--- config.mk ---
export PLATFORM = sky130hd
export DESIGN_NAME = cf_apb_initiator
export DESIGN_NICKNAME = d
export VERILOG_FILES = /design/src/rtl/cf_apb_pkg.sv /design/src/rtl/cf_apb_timer.sv /design/src/rtl/cf_apb_initiator.sv
export SDC_FILE = /design/constraint.sdc
export NUM_CORES = 1
export LEC_CHECK = 0
export BUFFER_PORTS_ARGS = -buffer_cell sky130_fd_sc_hd__buf_2
export CAP_MARGIN = 20
export CORE_ASPECT_RATIO = 1.5
export CORE_UTILIZATION = 25
export CTS_CLUSTER_DIAMETER = 150
export DETAILED_ROUTE_END_ITERATION = 7
export GPL_TIMING_DRIVEN = 1
export PLACE_DENSITY = 0.49
export SYNTH_ARGS = -nofsm -noshare
export SYNTH_HDL_FRONTEND = slang
export SYNTH_SLANG_ARGS = --single-unit
--- constraint.sdc ---
create_clock -name PCLK -period 2 [get_ports PCLK]
set_clock_uncertainty 0.2 [all_clocks]
set_input_delay 0.2 -clock PCLK [delete_from_list [all_inputs] [get_ports PCLK]]
set_output_delay 0.2 -clock PCLK [all_outputs]
set_load 0.01 [all_outputs]
--- src/rtl/cf_apb_pkg.sv ---
// Shared APB initiator definitions: FSM state encoding and response status bit positions.
package cf_apb_pkg;

  typedef enum logic [1:0] {
    ST_IDLE   = 2'd0,
    ST_SETUP  = 2'd1,
    ST_ACCESS = 2'd2,
    ST_RESP   = 2'd3
  } apb_state_e;

  localparam int unsigned RSP_ERR_BIT     = 0;
  localparam int unsigned RSP_TIMEOUT_BIT = 1;
  localparam int unsigned RSP_STATUS_W    = 2;

endpackage

--- src/rtl/cf_apb_timer.sv ---
// Saturating wait-state counter; expired flags the enabled cycle that reaches TIMEOUT.
module cf_apb_timer #(
  parameter int unsigned TIMEOUT = 255
) (
  input  logic clk,
  input  logic rst_n,
  input  logic clr,
  input  logic en,
  output logic expired
);

  localparam int unsigned   CW    = (TIMEOUT == 0) ? 1 : $clog2(TIMEOUT + 1);
  localparam logic [CW-1:0] LIMIT = CW'(TIMEOUT);
  localparam logic [CW-1:0] LAST  = CW'((TIMEOUT == 0) ? 0 : TIMEOUT - 1);

  logic [CW-1:0] count;

  always_ff @(posedge clk) begin
    if (!rst_n || clr) begin
      count <= '0;
    end else if (en && (TIMEOUT != 0) && (count != LIMIT)) begin
      count <= count + 1'b1;
    end
  end

  // Fires on the cycle whose increment would make the count equal TIMEOUT.
  assign expired = (TIMEOUT != 0) && en && (count == LAST);

endmodule

--- src/rtl/cf_apb_initiator.sv ---
// APB3 initiator: one valid/ready command becomes one APB transfer, answered on a valid/ready response.
module cf_apb_initiator
  import cf_apb_pkg::*;
#(
  parameter int unsigned AW      = 16,
  parameter int unsigned DW      = 32,
  parameter int unsigned TIMEOUT = 255
) (
  input  logic          PCLK,
  input  logic          PRESETn,
  input  logic          cmd_valid,
  output logic          cmd_ready,
  input  logic          cmd_write,
  input  logic [AW-1:0] cmd_addr,
  input  logic [DW-1:0] cmd_wdata,
  output logic          rsp_valid,
  input  logic          rsp_ready,
  output logic [DW-1:0] rsp_rdata,
  output logic          rsp_err,
  output logic          rsp_timeout,
  output logic [AW-1:0] PADDR,
  output logic          PSEL,
  output logic          PENABLE,
  output logic          PWRITE,
  output logic [DW-1:0] PWDATA,
  input  logic [DW-1:0] PRDATA,
  input  logic          PREADY,
  input  logic          PSLVERR
);

  localparam logic [AW-1:0] ADDR_MASK = ~AW'(3);

  apb_state_e                state;
  logic [RSP_STATUS_W-1:0]   rsp_status;
  logic                      timer_clr;
  logic                      timer_en;
  logic                      timer_expired;

  assign cmd_ready   = (state == ST_IDLE) && PRESETn;
  assign rsp_err     = rsp_status[RSP_ERR_BIT];
  assign rsp_timeout = rsp_status[RSP_TIMEOUT_BIT];
  assign timer_clr   = (state == ST_IDLE) && cmd_valid;
  assign timer_en    = (state == ST_ACCESS) && !PREADY;

  cf_apb_timer #(
    .TIMEOUT(TIMEOUT)
  ) u_timer (
    .clk    (PCLK),
    .rst_n  (PRESETn),
    .clr    (timer_clr),
    .en     (timer_en),
    .expired(timer_expired)
  );

  always_ff @(posedge PCLK) begin
    if (!PRESETn) begin
      state      <= ST_IDLE;
      PSEL       <= 1'b0;
      PENABLE    <= 1'b0;
      PWRITE     <= 1'b0;
      PADDR      <= '0;
      PWDATA     <= '0;
      rsp_valid  <= 1'b0;
      rsp_rdata  <= '0;
      rsp_status <= '0;
    end else begin
      case (state)
        ST_IDLE: begin
          if (cmd_valid) begin
            PWRITE <= cmd_write;
            PADDR  <= cmd_addr & ADDR_MASK;
            PWDATA <= cmd_wdata;
            PSEL   <= 1'b1;
            state  <= ST_SETUP;
          end
        end
        ST_SETUP: begin
          PENABLE <= 1'b1;
          state   <= ST_ACCESS;
        end
        ST_ACCESS: begin
          // PREADY is checked first so a completion on the timeout cycle is not reported as an abort.
          if (PREADY) begin
            PSEL                        <= 1'b0;
            PENABLE                     <= 1'b0;
            rsp_valid                   <= 1'b1;
            rsp_rdata                   <= PWRITE ? '0 : PRDATA;
            rsp_status[RSP_ERR_BIT]     <= PSLVERR;
            rsp_status[RSP_TIMEOUT_BIT] <= 1'b0;
            state                       <= ST_RESP;
          end else if (timer_expired) begin
            PSEL                        <= 1'b0;
            PENABLE                     <= 1'b0;
            rsp_valid                   <= 1'b1;
            rsp_rdata                   <= '0;
            rsp_status[RSP_ERR_BIT]     <= 1'b1;
            rsp_status[RSP_TIMEOUT_BIT] <= 1'b1;
            state                       <= ST_RESP;
          end
        end
        ST_RESP: begin
          if (rsp_ready) begin
            rsp_valid <= 1'b0;
            state     <= ST_IDLE;
          end
        end
        default: state <= ST_IDLE;
      endcase
    end
  end

endmodule

==> qor.yml <==
outcome:
  status: "finished, final reports clean"
floorplan:
  io_pins: 174
  dieWidth_microns: 99.4
  die_h_microns: 148
  coreArea_sq_mm: 0.0139
  rows: 53
  fp.dieArea_sq_mm: 0.0147
  initial_utilization_pct: 25.5
finish:
  drive_gt1_share_pct: 30.4
  finalNonFillerCells: 853
  diodes: 0
  syn_to_final_growth_pct: 63.7
  final_nets: 777
  design_area_sq_mm: 0.00582
routing:
  vias: 3887
  drt-initial-drc-count: 99
  postRouteAntennaNets: 0
  wl_per_cell_microns: 13.0
  viasPerCell: 4.56
  routed_wl_microns: 11100
  drc: 0
  drt_pass1_iterations: 4
worst_setup_path:
  crit_path_end_kind: "register"
  required_ps: 2080
  critPathKind: "reg -> reg"
  startpoint_type: "register"
  max_stage_delay_ps: 340
  cpMostUsedCell: "nand2_1"
  path_cells: "inv_1, ha_2, buf_4, nand2_1, o21a_2, clkbuf_16, nand2_1, a21oi_1"
  cp_max_fo: 16
  worst_path_max_delay_cell: "dfxtp_1"
  cp.arrival_ps: 1970
power_and_ir_drop:
  power.density_mw_per_mm2: 1020
  total_power_mw: 5.93
  power_leakage_nw: 2.58
  vdd_drop_max_v: 0.000412
global_route:
  grt_max_degree: 49
  grt_pass1_vias: 3684
  antenna_found_initial: 0
  grt.total_usage_pct: 14.8
  grt_pass1_wl_microns: 17200
  overflow: 0
timing:
  report.final.slew_viol_count: 0
  period_share_pct: 94.5
  final-hold-violation-count: 0
  setup_violations: 0
  period_minus_slack_ps: 1890
  fmax_mhz: 529
place:
  postPlaceCellArea_sq_mm: 0.00463
  place_congestion: 0.754
  portBuffers: 169
  place_inst: 754
  dp_hpwl_microns: 7310
clocking:
  cts_buffers: 9
  cts-root-buf: "clkbuf_16"
  clkLatencyLatePin_ps: 340
  cts.clk_slew.worst_paths_ps: 70
  clk_path_buf_depth: 2
  clkSinkCount: 94
  htree_levels: 3
  cts_tree: "done"
synthesis:
  async_reset_ff_share_pct: 0
  syn_avg_cell_area_sq_um: 8.05
  synth_top_area_share_pct: 52.9
  synth_top_cells_by_count: "133 x nand2_1, 94 x dfxtp_1, 85 x a21oi_1"
  synth_cell_types: 36
  syn_inst: 442
  ys_seq_area_share_pct: 52.9
  yosysWarnings: 0
  synth_area_sq_mm: 0.00356
  synthFlopType: "dfxtp_1"
  ys_seq_elements: 94
  ys_top_cells_by_area: "dfxtp_1 53%, nand2_1 14%, a21oi_1 12%"
  yosysMostFrequentCell: "nand2_1"
  synth_edf_count: 0
  synth_top_area_cell: "dfxtp_1"
worst_hold_path:
  hold_class: "in -> reg"
job:
  maxCapViolations: 0
per-layer routing:
metal / global-route usage, % / up-vias / wire (microns)
met5: 0 / - / 0
met4: 8.46 / 0 / 394
met3: 3.76 / 25 / 623
met2: 26.8 / 141 / 5690
met1: 15.5 / 1772 / 4390
li1: - / 1949 / -
stage by stage:
| stage | hold WS, ps | util, % | worst slack [ps] | TNS (ps) |
|---|---|---|---|---|
| final | 94.7 | 41.8 | 109 | 0 |
| after global routing | 110 | 41.8 | -21.2 | -59.3 |
| after CTS | 69.4 | 41.5 | 83.3 | 0 |
| after detailed placement | 243 | 33.3 | 113 | 0 |
| after global placement | 236 | 33.3 | 118 | 0 |
| after floorplan | 136 | - | 140 | 0 |
critical path, delay by kind of cell, from the launching register on:
family                   cells  cell delay, ps
buffers and inverters        3             450
adder cells (fa/ha/maj)      1             220
flip-flops                   1             340
AO/OA/AOI/OAI                2             390
AND/OR/NAND/NOR              2             220
state kept, by name (all words and copies together), names as in the netlist:
name,cells
state,2
rsp_valid,1
PSEL,1
PENABLE,1
u_timer.count,8
PWRITE,1
rsp_status,2
PWDATA,32
PADDR,14
rsp_rdata,32
power breakdown:
part           total, mW  leakage [nW]  internal, mW  switching, mW
clock               1.85         0.151          1.12          0.722
sequential          2.26         0.765          2.13          0.133
combinational       1.82          1.67         0.785           1.04
cell usage in the layout, fill, tap and decap left out, drive strengths merged:
cell,instances
inv,7
clkinv,1
o31a,1
nor2,12
a21oi,85
nor2b,3
or4,2
o221a,2
o31ai,2
o2111ai,1
nand4,2
conb,2
dfxtp,94
nand4b,1
xnor2,2
xor2,1
or3,1
nand2b,1
mux2i,1
or3b,1
bufinv,2
a31oi,1
a311oi,1
o311a,1
and2,1
ha,6
nand2,133
buf,180
and3b,1
o21a,2
clkbuf,11
clkinvlp,2
nand3,35
o21ai,8
dlygate4sd3,82
cells by family after synthesis:
logic type / Yosys count / share of synthesized area [%]
other: 1 / 0.105
adder cells (fa/ha/maj): 6 / 2.11
multiplexers: 1 / 0.282
AND/OR/NAND/NOR: 193 / 23.3
XOR/XNOR: 3 / 0.739
AO/OA/AOI/OAI: 104 / 16.0
buffers and inverters: 40 / 4.61
flip-flops: 94 / 52.9
what timing repair did:
action | 4_1_cts | 5_1_grt
hold endpoints to repair | 85 | 0
resized for setup | 0 | 4
hold buffers | 82 | 0
setup buffers | 0 | 1
setup endpoints to repair | 0 | 32
worst paths after layout:
path / from / to / slack, ps / cells after the start
max: state[0] / rsp_rdata[15] / 110 / 8
min: PREADY / u_timer.count[2] / 90 / 3
max reg2reg: state[0] / rsp_rdata[15] / 110 / 8
min reg2reg: rsp_rdata[29] / rsp_rdata[29] / 250 / 2
final cells by class:
type	count	area, sq um
clock buffer	10	239
clock inverter	5	83.8
fill	1424	8110
inverter	7	26.3
multi-input combinational	309	1530
sequential	94	1880
tap	165	206
timing repair buffer	263	1850
Power figures use the tool's default switching activity.
